File: config.mk
export PLATFORM = sky130hd
export DESIGN_NAME = restoring_divider
export DESIGN_NICKNAME = d
export VERILOG_FILES = /design/src/rtl/restoring_divider.sv
export SDC_FILE = /design/constraint.sdc
export NUM_CORES = 1
export LEC_CHECK = 0
export CORE_MARGIN = 3
export CORE_UTILIZATION = 36
export DETAILED_ROUTE_END_ITERATION = 10
export SLEW_MARGIN = 25
export SYNTH_ARGS = -nofsm -noshare
export SYNTH_HDL_FRONTEND = slang
export SYNTH_SLANG_ARGS = --single-unit
export TNS_END_PERCENT = 30
File: constraint.sdc
create_clock -name clk -period 5.34 [get_ports clk]
set_clock_uncertainty 0.15 [all_clocks]
set_input_delay 1.068 -clock clk [delete_from_list [all_inputs] [get_ports clk]]
set_output_delay 1.068 -clock clk [all_outputs]
set_load 0.05 [all_outputs]
File: src/rtl/restoring_divider.sv
// Multi-cycle unsigned restoring divider: a 2*WIDTH-bit dividend divided by a WIDTH-bit divisor.
// It produces one quotient bit per enabled clock edge and detects divide-by-zero and overflow when the operands are loaded.
module restoring_divider #(
  parameter int WIDTH = 8
) (
  input  logic                 clk,
  input  logic                 rst,
  input  logic                 start,
  input  logic                 enable,
  input  logic [2*WIDTH-1:0]   dividend,
  input  logic [WIDTH-1:0]     divisor,
  output logic                 busy,
  output logic                 done,
  output logic [WIDTH-1:0]     quotient,
  output logic [WIDTH-1:0]     remainder,
  output logic                 div_by_zero,
  output logic                 overflow
);

  localparam int CW = $clog2(WIDTH + 1);
  localparam logic [CW-1:0] LAST = CW'(WIDTH - 1);

  typedef enum logic [1:0] {IDLE, RUN, DONE} state_t;

  state_t           state, state_n;
  logic [WIDTH:0]   r, r_n;
  logic [WIDTH-1:0] q, q_n;
  logic [WIDTH-1:0] d, d_n;
  logic [CW-1:0]    count, count_n;
  logic             busy_n, done_n, dz_n, ov_n;
  logic [WIDTH-1:0] quot_n, rem_n;

  logic [WIDTH-1:0] dvd_hi, dvd_lo;
  logic [WIDTH+1:0] r_shift;
  logic [WIDTH:0]   trial;
  logic             fits;

  assign dvd_hi = dividend[2*WIDTH-1:WIDTH];
  assign dvd_lo = dividend[WIDTH-1:0];

  // Trial subtraction of the divisor from the partial remainder after shifting in the next dividend bit
  always_comb begin
    r_shift = {r, q[WIDTH-1]};
    fits    = (r_shift >= {2'b00, d});
    trial   = r_shift[WIDTH:0] - {1'b0, d};
  end

  always_comb begin
    state_n = state;
    r_n     = r;
    q_n     = q;
    d_n     = d;
    count_n = count;
    busy_n  = busy;
    done_n  = done;
    quot_n  = quotient;
    rem_n   = remainder;
    dz_n    = div_by_zero;
    ov_n    = overflow;

    if (start) begin
      r_n     = {1'b0, dvd_hi};
      q_n     = dvd_lo;
      d_n     = divisor;
      count_n = '0;
      busy_n  = 1'b0;
      done_n  = 1'b0;
      quot_n  = '0;
      rem_n   = '0;
      dz_n    = 1'b0;
      ov_n    = 1'b0;
      // Exceptions complete on the load edge itself
      if (divisor == '0) begin
        state_n = DONE;
        done_n  = 1'b1;
        dz_n    = 1'b1;
        quot_n  = '1;
        rem_n   = dvd_lo;
      end else if (dvd_hi >= divisor) begin
        state_n = DONE;
        done_n  = 1'b1;
        ov_n    = 1'b1;
        quot_n  = '1;
        rem_n   = '1;
      end else begin
        state_n = RUN;
        busy_n  = 1'b1;
      end
    end else begin
      case (state)
        IDLE: begin
          busy_n = 1'b0;
          done_n = 1'b0;
        end
        RUN: begin
          if (enable) begin
            r_n     = fits ? trial : r_shift[WIDTH:0];
            q_n     = {q[WIDTH-2:0], fits};
            count_n = count + 1'b1;
            if (count == LAST) begin
              state_n = DONE;
              busy_n  = 1'b0;
              done_n  = 1'b1;
              quot_n  = q_n;
              rem_n   = r_n[WIDTH-1:0];
              dz_n    = 1'b0;
              ov_n    = 1'b0;
            end
          end
        end
        DONE: begin
          state_n = DONE;
        end
        default: begin
          state_n = IDLE;
        end
      endcase
    end
  end

  always_ff @(posedge clk or posedge rst) begin
    if (rst) begin
      state <= IDLE;
    end else begin
      state <= state_n;
    end
  end

  always_ff @(posedge clk or posedge rst) begin
    if (rst) begin
      r           <= '0;
      q           <= '0;
      d           <= '0;
      count       <= '0;
      busy        <= 1'b0;
      done        <= 1'b0;
      quotient    <= '0;
      remainder   <= '0;
      div_by_zero <= 1'b0;
      overflow    <= 1'b0;
    end else begin
      r           <= r_n;
      q           <= q_n;
      d           <= d_n;
      count       <= count_n;
      busy        <= busy_n;
      done        <= done_n;
      quotient    <= quot_n;
      remainder   <= rem_n;
      div_by_zero <= dz_n;
      overflow    <= ov_n;
    end
  end

endmodule

[Yosys cells after proc, flatten, opt, wreduce, memory -nomap -nowiden]
Index checks and enable logic that the tools add are counted.
Cells by class
  reductions and logical operators: 10
  magnitude comparators: 2
  multiplexer cells: 44
  $add $sub $neg: 2
  equality and inequality tests: 6
Operators with widths (number)
  $mux W8: 14
  $mux W9: 4
  $mux W1: 15
  $mux W4: 3
  $ge A10 B8 Y1: 1
  $mux W2: 5
  $reduce_and A3 Y1: 3
  $sub A9 B8 Y9: 1
  $ge A8 B8 Y1: 1
  $logic_not A8 Y1: 1
  $ne A3 B3 Y1 const B: 2
  $pmux W2 S3: 1
  $reduce_bool A2 Y1: 3
  $add A4 B1 Y4 const B: 1
  $eq A4 B3 Y1 const B: 1
  $pmux W1 S2: 2
  $reduce_bool A3 Y1: 1
  $eq A2 B1 Y1 const B: 1
  $eq A2 B2 Y1 const B: 1
  $logic_not A2 Y1: 1
  $ne A2 B2 Y1 const B: 1
  $reduce_and A2 Y1: 1
Word-level totals
  output and inout port bits: 20
  logic and storage cells: 75
  flip-flop bits (word level): 51
  input port bits: 28

[Logic depth before layout (Yosys ltp)]
Gate-level depths: netlist (run 1).
  word-level depth: 6
  mapped depth: 11
  gate-level depth less buffers: 10

[Worst setup path before layout (run 1)]
Ideal clock, no wire load.
  path type: reg-to-reg
  start: register q[7]
  end: register remainder[6]
  required time: 5049 ps
  path slack: 2531 ps
  arrival time: 2518 ps
  library setup time: 141 ps
  stages on the path, launching flop included: 12
  clock period less this slack: 2809 ps
  path buffers: 1
  path through: dfrtp_1 inv_1 ha_1 inv_1 fa_1 a211oi_2 o21ai_1 a2111oi_4 buf_4 inv_1 a21oi_1 o22ai_1
On the way
  word-level cells in the longest chain between the ends: 6
  elaborated cells on any way between the ends: 7
  classes of those cells: add/sub: 1; order compare: 1; mux: 5
RTL lines
  start: declaration: RTL line 27  | logic [WIDTH-1:0] q, q_n;
  start signal: assignment: RTL line 143  | q <= q_n;
  $sub A9 B8 Y9 or $ge A10 B8 Y1 (tied branches): RTL line 45, 44
  $mux W9 (*): RTL line 97  | r_n = fits ? trial : r_shift[WIDTH:0];
  $mux W8 (*): RTL line 100  | if (count == LAST) begin
  $mux W8 (*): RTL line 96  | if (enable) begin
  $mux W8 (*): RTL line 90  | case (state)
  $mux W8 (*): RTL line 61  | if (start) begin
  end signal: assignment: RTL line 149  | remainder <= rem_n;
  end: declaration: RTL line 15  | output logic [WIDTH-1:0] remainder,
Every way passes the cells marked *; elsewhere a longest branch is shown, timed or not. The select of a mux whose other input is x is not followed.
A chain may end at the register's enable or synchronous reset.

[Worst setup path in the final report (run 1)]
  start: register q[7]
  end: register remainder[1]
Same word-level chain as after synthesis.

==> qor.txt, run 1 <==
Worst Path Class, Setup: flip-flop to flip-flop
pwr dens: 376 nW/µm²
Residual DRC: 0
Syn Area/Cell: 8.97 µm²
most frequent cells in the layout: 54 x nand2_1, 51 x dfrtp_1, 47 x clkdlybuf4s50_1, 36 x o21ai_0, 23 x inv_1
Post-Synthesis Cells: 333
CTS Buffer Depth: 2
CTS Hold Bufs: 0
post-route ant nets: 0
Seq. cell area: 1280 µm²
sequential share of power: 37.7%
fin crit period: 3.40 ns
slowest cell on the critical path: a2111oi_4
final-report setup violation count: 0
Fillers: 780
routability cong.: 0.835
Nets: 421
P_sw: 548 µW
switch share: 39.9%
CTS sink count: 51
area of the multi-input gates: 1550 µm²
Worst path top cell family by delay: compound AO/OA/AOI/OAI gates
CTS-repair resized insts: 0
# Max-Cap Violations: 0
final worst path period share: 63.6%
share of layout cells above drive strength 1: 5.88%
routed via count: 2502
status: complete, no violations
# IOs: 48
FF+latch count, synth: 51
Die H: 97.1 µm
Synthesized Nets: 381
crit-path max cell delay: 0.94 ns
DP Area: 3540 µm²
post-placement setup slack: 1.82 ns
most common cell after layout, fill and taps aside: nand2_1
Post-synth EDFFs: 0
Post-synth ARST share: 100%
first-pass GRT wire length: 13.1 mm
gr ovfl total: 0
max-slew violations: 0
worst min path class: flip-flop to flip-flop
Worst-path clk slew: 0.10 ns
largest net degree at the start of global routing: 52
clock power share: 20.4%
Setup TNS: 0 ns
Area Overhead vs Synth: 22.4%
critical path's most frequent cell: inv_1
CP bufs+invs: 2
mapped cell area: 2990 µm²
Synthesis Warnings: 0
final setup margin: 1.94 ns
CP Launch Type: flip-flop
Die Area: 9420 µm²
FP Rows: 32
htree depth: 2
vias in the first global route: 2586
Die X: 97.1 µm
Buffers on Ports: 47
worst slew pin tran: 0.999 ns
n_diodes: 0
Req. time, crit path: 5.43 ns
drt total wl: 7.80 mm
Netlist cell types: 46
largest fanout on the critical path: 17
starting density of the core: 37.8%
Comb pwr share: 41.9%
leakage power: 1.62 nW
Num CTS Buffers: 5
initial drt markers: 116
Wirelength per Cell: 16.4 µm
hold violation count in the final report: 0
element type at the critical path end: flip-flop
worst-skew pair later-pin latency: 0.31 ns
All-Layer GR Usage: 17.1%
post-route cell area: 3650 µm²
sequential area share after synthesis: 42.7%
Worst EP arrival: 3.48 ns
post-CTS setup repair buffer count: 0
FF-to-FF setup slack: 1.94 ns
slew margin rel.: 33.4%
initial antenna violation count: 1
Via density: 5.26
Clock Tree Root: clkbuf_8
design internal power: 825 µW
CTS tree: done
worst path cell trace: inv_1 > ha_1 > inv_1 > fa_1 > a211oi_2 > o21ai_1 > a2111oi_4 > mux2i_1 > a211o_1 > o21ai_2
HPWL Detailed: 5.77 mm
RSZ-0062 raised after global routing: no
Core Box Area: 7890 µm²
Highest Clock Rate: 294 MHz
Detailed Routing Iterations Pass 1: 5
Max VDD drop: 0.136 mV
Post-synth top flop: dfrtp_1
[sequential cells by signal (all words and copies together) (netlist names)]
register / flops
r: 9
done: 1
overflow: 1
remainder: 8
quotient: 8
count: 4
q: 8
state: 2
busy: 1
d: 8
div_by_zero: 1
[cell type report]
cell class	instances	share of cell area, %
clock inverter	3	1.20
clock buffer	5	1.88
inverter	24	2.47
multi-input combinational	241	42.5
timing repair buffer	50	13.5
tap	102	3.49
sequential	51	34.9
[final timing paths]
check,start,to,cells past startpoint
max reg2reg,q[7],remainder[1],10
min reg2reg,q[7],q[7],2
min in group asynchronous,rst,r[3],3
max,q[7],remainder[1],10
min,q[7],q[7],2
max in group asynchronous,rst,r[7],3
[cell usage after synthesis, types with 2 or more instances]
cell	n	area share, %
nand2_1	54	6.8
dfrtp_1	51	43
o21ai_0	36	6.0
inv_1	24	3.0
nor2_1	22	2.8
ha_1	19	8.0
a21oi_1	15	2.5
mux2i_1	15	5.0
clkbuf_1	13	1.6
a22oi_1	7	1.8
a31oi_1	7	1.5
a21o_1	5	1.3
o22ai_1	5	1.0
nand2b_1	4	0.84
nor3_1	4	0.67
xor2_1	4	1.2
a211o_1	3	0.88
a31o_2	3	0.88
nor4_1	3	0.63
o21a_1	3	0.75
o21ai_2	3	0.88
a211oi_1	2	0.50
and2_1	2	0.42
buf_1	2	0.25
nand3_1	2	0.34
nand4_1	2	0.42
nor2b_1	2	0.42
o2bb2ai_1	2	0.59
o31a_1	2	0.59
[per-stage QoR]
step	total power [mW]	util [%]	hold slack, ns	std cells
6_report	1.37	46.3	0.346	476
5_1_grt	1.47	46.3	0.394	476
4_1_cts	1.38	46.3	0.353	476
3_5_place_dp	1.10	44.9	0.329	468
3_3_place_gp	1.09	44.9	0.319	468
2_1_floorplan	0.933	-	0.300	333
[logic make-up after synthesis]
group	after synthesis	synth area share, %
compound gates	101	22.0
fa+ha+maj	20	8.63
mux	16	5.41
flops	51	42.7
simple gates	99	14.4
xor+xnor	5	1.47
buf+inv	41	5.32
[power by group through the flow]
stage	Combinational [mW]	Sequential (mW)	Clock (mW)
after floorplan	0.353	0.580	0
after global placement	0.569	0.524	0
after detailed placement	0.575	0.525	0
after CTS	0.579	0.517	0.287
after global routing	0.638	0.526	0.302
final	0.575	0.517	0.280
[worst register-to-register path, cell delays in order (launching register included)]
cell       delay (ns)
dfrtp_1          0.39
inv_1            0.07
ha_1             0.17
inv_1            0.06
fa_1             0.42
a211oi_2         0.28
o21ai_1          0.16
a2111oi_4        0.95
mux2i_1          0.26
a211o_1          0.36
o21ai_2          0.06
[layer usage]
layer	share of wire, %	up-vias	global-route usage, %
met3	3.2	11	3.23
met4	0.87	2	4.43
met1	49	1197	24.0
met2	47	41	27.1
met5	0.17	-	0
li1	-	1251	-
Power figures use the tool's default switching activity.
==> run 2: changes to the inputs <==
- clock period: 5.34 -> 3.19 ns (I/O delays scaled with it)
==> run 2 against run 1 <==
Against the previous run:
- maximum frequency increased by 12%
- register-to-register slack got worse by 1.8 ns
- design area increased by 2.5%
- sequential share of layout area fell by 0.84 points
- die area unchanged
- clock-buffer cell count unchanged
- utilization is 1.1 points higher
- first-iteration DRC count is 5.2% higher
- critical path depth up 1
- flip-flop and latch count unchanged
- critical endpoint is now remainder[2]
- largest cell class unchanged
- largest power group unchanged
==> qor.txt, run 2 (same netlist as run 1, synthesis figures left out) <==
status: complete, no violations
largest net degree at the start of global routing: 52
placed cell count: 479
Die Area: 9420 µm²
CTS Buffer Depth: 2
starting density of the core: 37.8%
Max VDD drop: 0.227 mV
most frequent cells in the layout: 54 x nand2_1, 51 x dfrtp_1, 47 x clkdlybuf4s50_1, 36 x o21ai_0, 23 x inv_1
Buffers on Ports: 47
leakage power: 1.67 nW
Top reg by flops: r
max FFs per register: 9
n_diodes: 0
Detailed Routing Iterations Pass 1: 4
Nets: 432
RSZ-0062 raised after global routing: yes
final worst path period share: 95.3%
Setup TNS: 0 ns
FP Rows: 32
FF-to-FF setup slack: 0.15 ns
slew margin rel.: 52.8%
# IOs: 48
Worst Hold Launch: q[7]
worst r2r src: q[7]
hold slack: 0.347 ns
Highest Clock Rate: 329 MHz
R2R depth: 11
CP Launch Type: flip-flop
CTS Hold Bufs: 0
worst min path class: flip-flop to flip-flop
Num CTS Buffers: 5
initial drt markers: 122
gr ovfl total: 0
switch share: 39.9%
worst-skew pair later-pin latency: 0.31 ns
final setup margin: 0.151 ns
first-pass GRT wire length: 13.2 mm
Wirelength per Cell: 16.6 µm
drt total wl: 8.07 mm
P_sw: 936 µW
routed via count: 2567
share of layout cells above drive strength 1: 9.09%
Worst EP arrival: 3.10 ns
htree depth: 2
final-report setup violation count: 0
CTS sink count: 51
post-route ant nets: 0
worst slew pin tran: 0.690 ns
design internal power: 1.41 mW
Area Overhead vs Synth: 25.4%
clock power share: 19.8%
Residual DRC: 0
pwr dens: 627 nW/µm²
WHS Endpoint: q[7]
fin crit period: 3.04 ns
hold violation count in the final report: 0
largest fanout on the critical path: 5
Worst Path Class, Setup: flip-flop to flip-flop
Finished Layout Cells: 487
initial antenna violation count: 0
Via density: 5.27
cell depth of the worst hold path: 2
CTS tree: done
post-CTS setup repair buffer count: 0
Comb pwr share: 43.2%
Core Box Area: 7890 µm²
Die X: 97.1 µm
All-Layer GR Usage: 17.4%
sequential share of power: 37.0%
post-placement setup slack: 0.204 ns
Req. time, crit path: 3.25 ns
# Max-Cap Violations: 0
max-slew violations: 0
most common cell after layout, fill and taps aside: nand2_1
element type at the critical path end: flip-flop
Die H: 97.1 µm
routability cong.: 0.831
Clock Tree Root: clkbuf_8
worst r2r dst: remainder[2]
HPWL Detailed: 6.05 mm
Worst-path clk slew: 0.10 ns
Core Util, Final: 47.5%
vias in the first global route: 2512
==> run 2: what timing repair did <==
action / CTS / global route
endpoints found under the setup margin: 0 / 2
gates resized for setup: 0 / 2
endpoints found under the hold margin: 0 / 0
==> run 2: worst max-delay path, cell delays in order (launching register included) <==
cell	delay, ns
dfrtp_1	0.39
inv_1	0.09
ha_1	0.19
inv_1	0.06
fa_1	0.42
a211oi_2	0.28
o21ai_1	0.16
a2111oi_4	0.40
buf_4	0.23
mux2i_2	0.30
o21ai_0	0.13
o2bb2ai_1	0.15
==> run 2: per-stage QoR <==
stage               power (mW)  instance area, µm²
finish                    2.35                3740
global route              2.51                3740
CTS                       2.34                3740
detailed placement        1.87                3620
global placement          1.86                3620
floorplan                 1.56                2990
==> run 2: layout make-up <==
class	instances	area, µm²
fill	745	4140
multi-input combinational	241	1560
sequential	51	1280
timing repair buffer	61	576
tap	102	128
inverter	24	90.1
clock buffer	5	68.8
clock inverter	3	43.8
==> run 2: how the worst max path moves through the flow <==
stage | startpoint | end | slack (ns) | depth (start not counted)
finish | q[7] | remainder[2] | 0.15 | 11
global route | q[7] | remainder[0] | -0.01 | 11
CTS | q[7] | remainder[2] | 0.14 | 11
detailed placement | q[7] | remainder[2] | 0.20 | 11
global placement | q[7] | remainder[2] | 0.28 | 11
floorplan | q[7] | remainder[6] | 0.38 | 11
==> run 2: per-layer routing <==
metal | part of all wire, % | global-route usage, % | vias to the layer above
met4 | 0.81 | 4.00 | 0
met1 | 49 | 24.9 | 1242
met5 | 0 | 0 | -
met3 | 3.8 | 3.37 | 4
li1 | - | - | 1269
met2 | 46 | 27.3 | 52
==> run 2: power by group through the flow <==
stage               clock [mW]  combinational, mW  sequential (mW)
floorplan                    0              0.590            0.971
global placement             0              0.979            0.877
detailed placement           0              0.988            0.878
CTS                      0.478              0.998            0.866
global route             0.508               1.12            0.883
finish                   0.465               1.01            0.868
==> run 3: changes to the inputs <==
- ABC_CLOCK_PERIOD_IN_PS: unset -> 3190
==> results of run 3 <==
Final layout, timing and power as in run 2 (identical DEF).
